`src/rtl/hex_uart_tx.sv`:
```
// Prints one nibble per handshake as a lower-case ASCII hex digit plus line feed,
// sent as two back-to-back 8N1 UART frames on an idle-high line.
module hex_uart_tx #(
    parameter int CLKS_PER_BIT = 4
) (
    input  logic       clk,
    input  logic       rst,
    input  logic       in_valid,
    input  logic [3:0] in_data,
    output logic       in_ready,
    output logic       tx,
    output logic       busy
);

    localparam int CW = (CLKS_PER_BIT > 1) ? $clog2(CLKS_PER_BIT) : 1;
    localparam logic [CW-1:0] BAUD_LAST = CW'(CLKS_PER_BIT - 1);

    typedef enum logic [1:0] {
        IDLE,
        START,
        DATA,
        STOP
    } state_t;

    state_t        state;
    logic          char_sel;
    logic [CW-1:0] baud;
    logic [2:0]    bit_idx;
    logic [3:0]    data;
    logic [7:0]    hex_char;
    logic [7:0]    cur_char;
    logic          bit_end;

    // Character is derived from the captured nibble, never the live input.
    always_comb begin
        hex_char = (data < 4'd10) ? {4'h3, data} : (8'h57 + {4'h0, data});
        cur_char = char_sel ? 8'h0A : hex_char;
        bit_end  = (baud == BAUD_LAST);
    end

    assign in_ready = (state == IDLE);
    assign busy     = ~in_ready;

    // tx is registered from the current state, so the line trails the state by one cycle.
    always_ff @(posedge clk or negedge rst) begin
        if (!rst) begin
            state    <= IDLE;
            tx       <= 1'b1;
            char_sel <= 1'b0;
            baud     <= '0;
            bit_idx  <= '0;
            data     <= '0;
        end else begin
            case (state)
                IDLE: begin
                    tx   <= 1'b1;
                    baud <= '0;
                    if (in_valid) begin
                        data     <= in_data;
                        char_sel <= 1'b0;
                        state    <= START;
                    end
                end
                START: begin
                    tx <= 1'b0;
                    if (bit_end) begin
                        baud    <= '0;
                        bit_idx <= '0;
                        state   <= DATA;
                    end else begin
                        baud <= baud + CW'(1);
                    end
                end
                DATA: begin
                    tx <= cur_char[bit_idx];
                    if (bit_end) begin
                        baud <= '0;
                        if (bit_idx == 3'd7) begin
                            state <= STOP;
                        end else begin
                            bit_idx <= bit_idx + 3'd1;
                        end
                    end else begin
                        baud <= baud + CW'(1);
                    end
                end
                STOP: begin
                    tx <= 1'b1;
                    if (bit_end) begin
                        baud <= '0;
                        if (!char_sel) begin
                            char_sel <= 1'b1;
                            state    <= START;
                        end else begin
                            state <= IDLE;
                        end
                    end else begin
                        baud <= baud + CW'(1);
                    end
                end
                default: begin
                    tx    <= 1'b1;
                    state <= IDLE;
                end
            endcase
        end
    end

endmodule

```
`config.mk`:
```
export PLATFORM = sky130hd
export DESIGN_NAME = hex_uart_tx
export DESIGN_NICKNAME = d
export VERILOG_FILES = /design/src/rtl/hex_uart_tx.sv
export SDC_FILE = /design/constraint.sdc
export NUM_CORES = 1
export LEC_CHECK = 0
export ABC_AREA = 1
export CAP_MARGIN = 20
export CORE_ASPECT_RATIO = 1.2
export CORE_MARGIN = 2
export CORE_UTILIZATION = 45
export CTS_BUF_LIST = sky130_fd_sc_hd__clkbuf_8
export CTS_CLUSTER_SIZE = 20
export DETAILED_ROUTE_END_ITERATION = 12
export HOLD_SLACK_MARGIN = 0.15
export PLACE_DENSITY_LB_ADDON = 0.15
export SETUP_SLACK_MARGIN = 0.05
export SKIP_LAST_GASP = 1
export SYNTH_ARGS = -nofsm -noshare
export SYNTH_HDL_FRONTEND = slang
export SYNTH_SLANG_ARGS = --single-unit
```
`constraint.sdc`:
```
create_clock -name clk -period 1.95 [get_ports clk]
set_clock_uncertainty 0.15 [all_clocks]
set_input_delay 0.39 -clock clk [delete_from_list [all_inputs] [get_ports clk]]
set_output_delay 0.39 -clock clk [all_outputs]
set_load 0.01 [all_outputs]
```
==> summary.md <==
| Metric | Value |
|---|---|
| Outcome | completed |
| Startpoint of the worst hold path | baud[0] |
| Worst setup EP type | output pin |
| CP bufs+invs | 3 |
| Syn Nets | roughly 110 |
| Maximum vdd drop | between 700 and 800 uV |
| Layout area overhead | 23.6% |
| Final Hold Fails | 0 |
| I/O Buffers | 9 |
| Vias per cell | ~5.2 |
| Clock root buffer master | clkbuf_8 |
| Mapped Area | approximately 770 sq um |
| Critical path's largest stage delay | between 0.4 and 0.5 ns |
| Max_slew headroom | 0.817 |
| Antenna violations before repair | 0 |
| Detailed-route DRC error count | 0 |
| Post-DP HPWL | 1200 um |
| Arr. time, crit path | about 1.3 ns |
| # IOs | 10 |
| Pre-antenna DRT Iters | 4 |
| FF-to-FF path depth | 7 |
| Hold path depth | 1 |
| Routed WL | between 1000 and 1500 um |
| FF-to-FF setup slack | 0.26 ns |
| Fin cells | roughly 130 |
| Setup bufs post-CTS | 0 |
| Final Slew Violations | 0 |
| Inserted Clock Buffers | 3 |
| Yosys Warn Count | 0 |
| RSZ-0062 raised after global routing | no |
| Fill count | between 150 and 200 |
| GRT Overall Usage | 0.170 |
| Worst slew pin tran | ~0.28 ns |
| RR Endpoint | state[0] |
| # rows | 16 |
| Max Cap Viol | 0 |
| Crit-path cells | inv_1 -> ha_4 -> inv_1 -> dlygate4sd2_1 |
| Vias in the first global route | 640 |
| Starting DRT DRC Count | 10 |
| Min-delay worst type | reg2reg |
| Setup Viol. Count Final | 0 |
| Startpoint Class | flip-flop |
| Die Wd | 41.8 um |
| First-pass GRT wire length | roughly 2700 um |
| Synth unique cells | 16 |
| Total negative slack | 0 ns |
| Number of clock sinks | 13 |
| PD cells | 1580 nW/um^2 |
| Family with the most delay on the worst path | buffers and inverters |
| #FFs+latches synth | 13 |
| # diodes | 0 |
| Initial Util | 0.477 |
| Die Ht | 49.4 um |
| Clock-pin slew on the worst setup and hold paths | about 0.050 ns |
| Worst-path fanout max | 4 |
| Htree depth | 1 |
| Highest Clock Rate | between 500 and 600 MHz |
| Total number of vias | 684 |
| Final hold slack | around 0.28 ns |
| DIE AREA | between 2000 and 2500 sq um |
| Core Area | 1620 sq um |
| Endpoint of the worst hold path | baud[0] |
| Layout Nets | between 100 and 150 |
| Max clock buf depth | 2 |
| CTS tree | built |
| Static Leakage | 0.469 nW |
| Post-route ant nets | 0 |
| R2R Path Start | bit_idx[0] |
| Share of cells above drive strength 1 | 0.0973 |
| Total chip power | 1.51 mW |
| Avg Cell Area, Syn | slightly below 8 sq um |
| CP dominant cell by count | inv_1 |
| Syn Inst Count | 98 |
| Critical path required time | ~1.4 ns |
| Remaining Overflow, GRT | 0 |
| Largest net degree at the start of global routing | 14 |
| Crit share post-route | 0.934 |
| Worst setup path class | reg2out |
| Placed insts | 127 |
| Post-DR wirelength/cell | between 10 and 15 um |
| Clock period minus worst slack | 1.82 ns |
| Crit path max-delay cell type | dfrtp_1 |
| Sequential fraction of the synthesis area | 0.422 |
| Gpl congestion | 0.812 |
| Clock Latency Late Sink | 0.24 ns |
## state kept, by name, summed over array words and instances, names as in the netlist
name      count
bit_idx       3
char_sel      1
state         2
baud          2
tx            1
data          4
## area by class of cell
class / instances / area [sq um] / share of cell area
Sequential cell: 13 / 327 / 0.342
Multi-Input combinational cell: 71 / 407 / 0.425
Inverter: 14 / 52.6 / 0.0550
Clock buffer: 3 / 41.3 / 0.0432
Timing Repair Buffer: 11 / 103 / 0.107
Clock inverter: 1 / 3.75 / 0.00393
Tap cell: 18 / 22.5 / 0.0236
## worst max path at each step
stage                to  cells past startpoint  slack, ns  startpoint
6_report           busy                      4       0.13    state[1]
5_1_grt            busy                      4       0.06    state[1]
4_1_cts            busy                      4       0.09    state[1]
3_5_place_dp       busy                      4       0.08    state[0]
3_3_place_gp       busy                      4       0.11    state[0]
2_1_floorplan  state[0]                      8       0.33    state[0]
## cells in the final DEF (no fill, tap or decap), drive strengths merged
cell,count
nand2,17
o21bai,1
clkbuf,3
buf,2
ha,8
a21oi,10
o21ai,8
clkdlybuf4s50,7
nand4,1
dlygate4sd2,2
nand3,9
dfrtp,12
nor3,1
nor2,14
inv,15
dfstp,1
o22ai,2
## stage by stage
step	utilization	area, sq um	worst slack (ns)
after floorplan	-	773	0.335
after global placement	0.556	901	0.113
after detailed placement	0.556	901	0.0819
after CTS	0.583	946	0.0890
after global routing	0.590	956	0.0622
final	0.590	956	0.128
## cell families (layout without fill, tap and decap cells)
kind of cell,after synthesis,count (layout),share of synthesized area
simple gates,42,42,0.223
flops,13,13,0.422
fa+ha+maj,8,8,0.129
buf+inv,14,29,0.0680
compound gates,21,21,0.157
## metal layers
metal / global-route usage / vias up / share of wire
met1: 0.208 / 322 / 0.44
met5: 0 / - / 0
met4: 0.0968 / 0 / 0.013
met3: 0.0222 / 2 / 0.022
met2: 0.284 / 8 / 0.52
li1: - / 352 / -
## Yosys cell counts, drive strengths merged
| library cell | n | area share |
|---|---|---|
| nand4 | 1 | 0.0081 |
| o22ai | 2 | 0.016 |
| nand3 | 9 | 0.058 |
| dfstp | 1 | 0.034 |
| ha | 8 | 0.13 |
| o21bai | 1 | 0.0097 |
| a21oi | 10 | 0.074 |
| nor2 | 14 | 0.068 |
| nand2 | 17 | 0.083 |
| o21ai | 8 | 0.057 |
| inv | 14 | 0.068 |
| nor3 | 1 | 0.0065 |
| dfrtp | 12 | 0.39 |
## report_power, final
| part | internal (mW) | switching (mW) | total, mW |
|---|---|---|---|
| clock | 0.139 | 0.0948 | 0.234 |
| sequential | 0.396 | 0.0871 | 0.483 |
| combinational | 0.339 | 0.457 | 0.796 |
## timing repair
action,4_1_cts,5_1_grt
resized for setup,4,1
hold buffers,0,0
gates cloned,0,0
endpoints found under the setup margin,2,1
hold endpoints to repair,0,0
No activity file was read; power rests on OpenSTA's default activity.
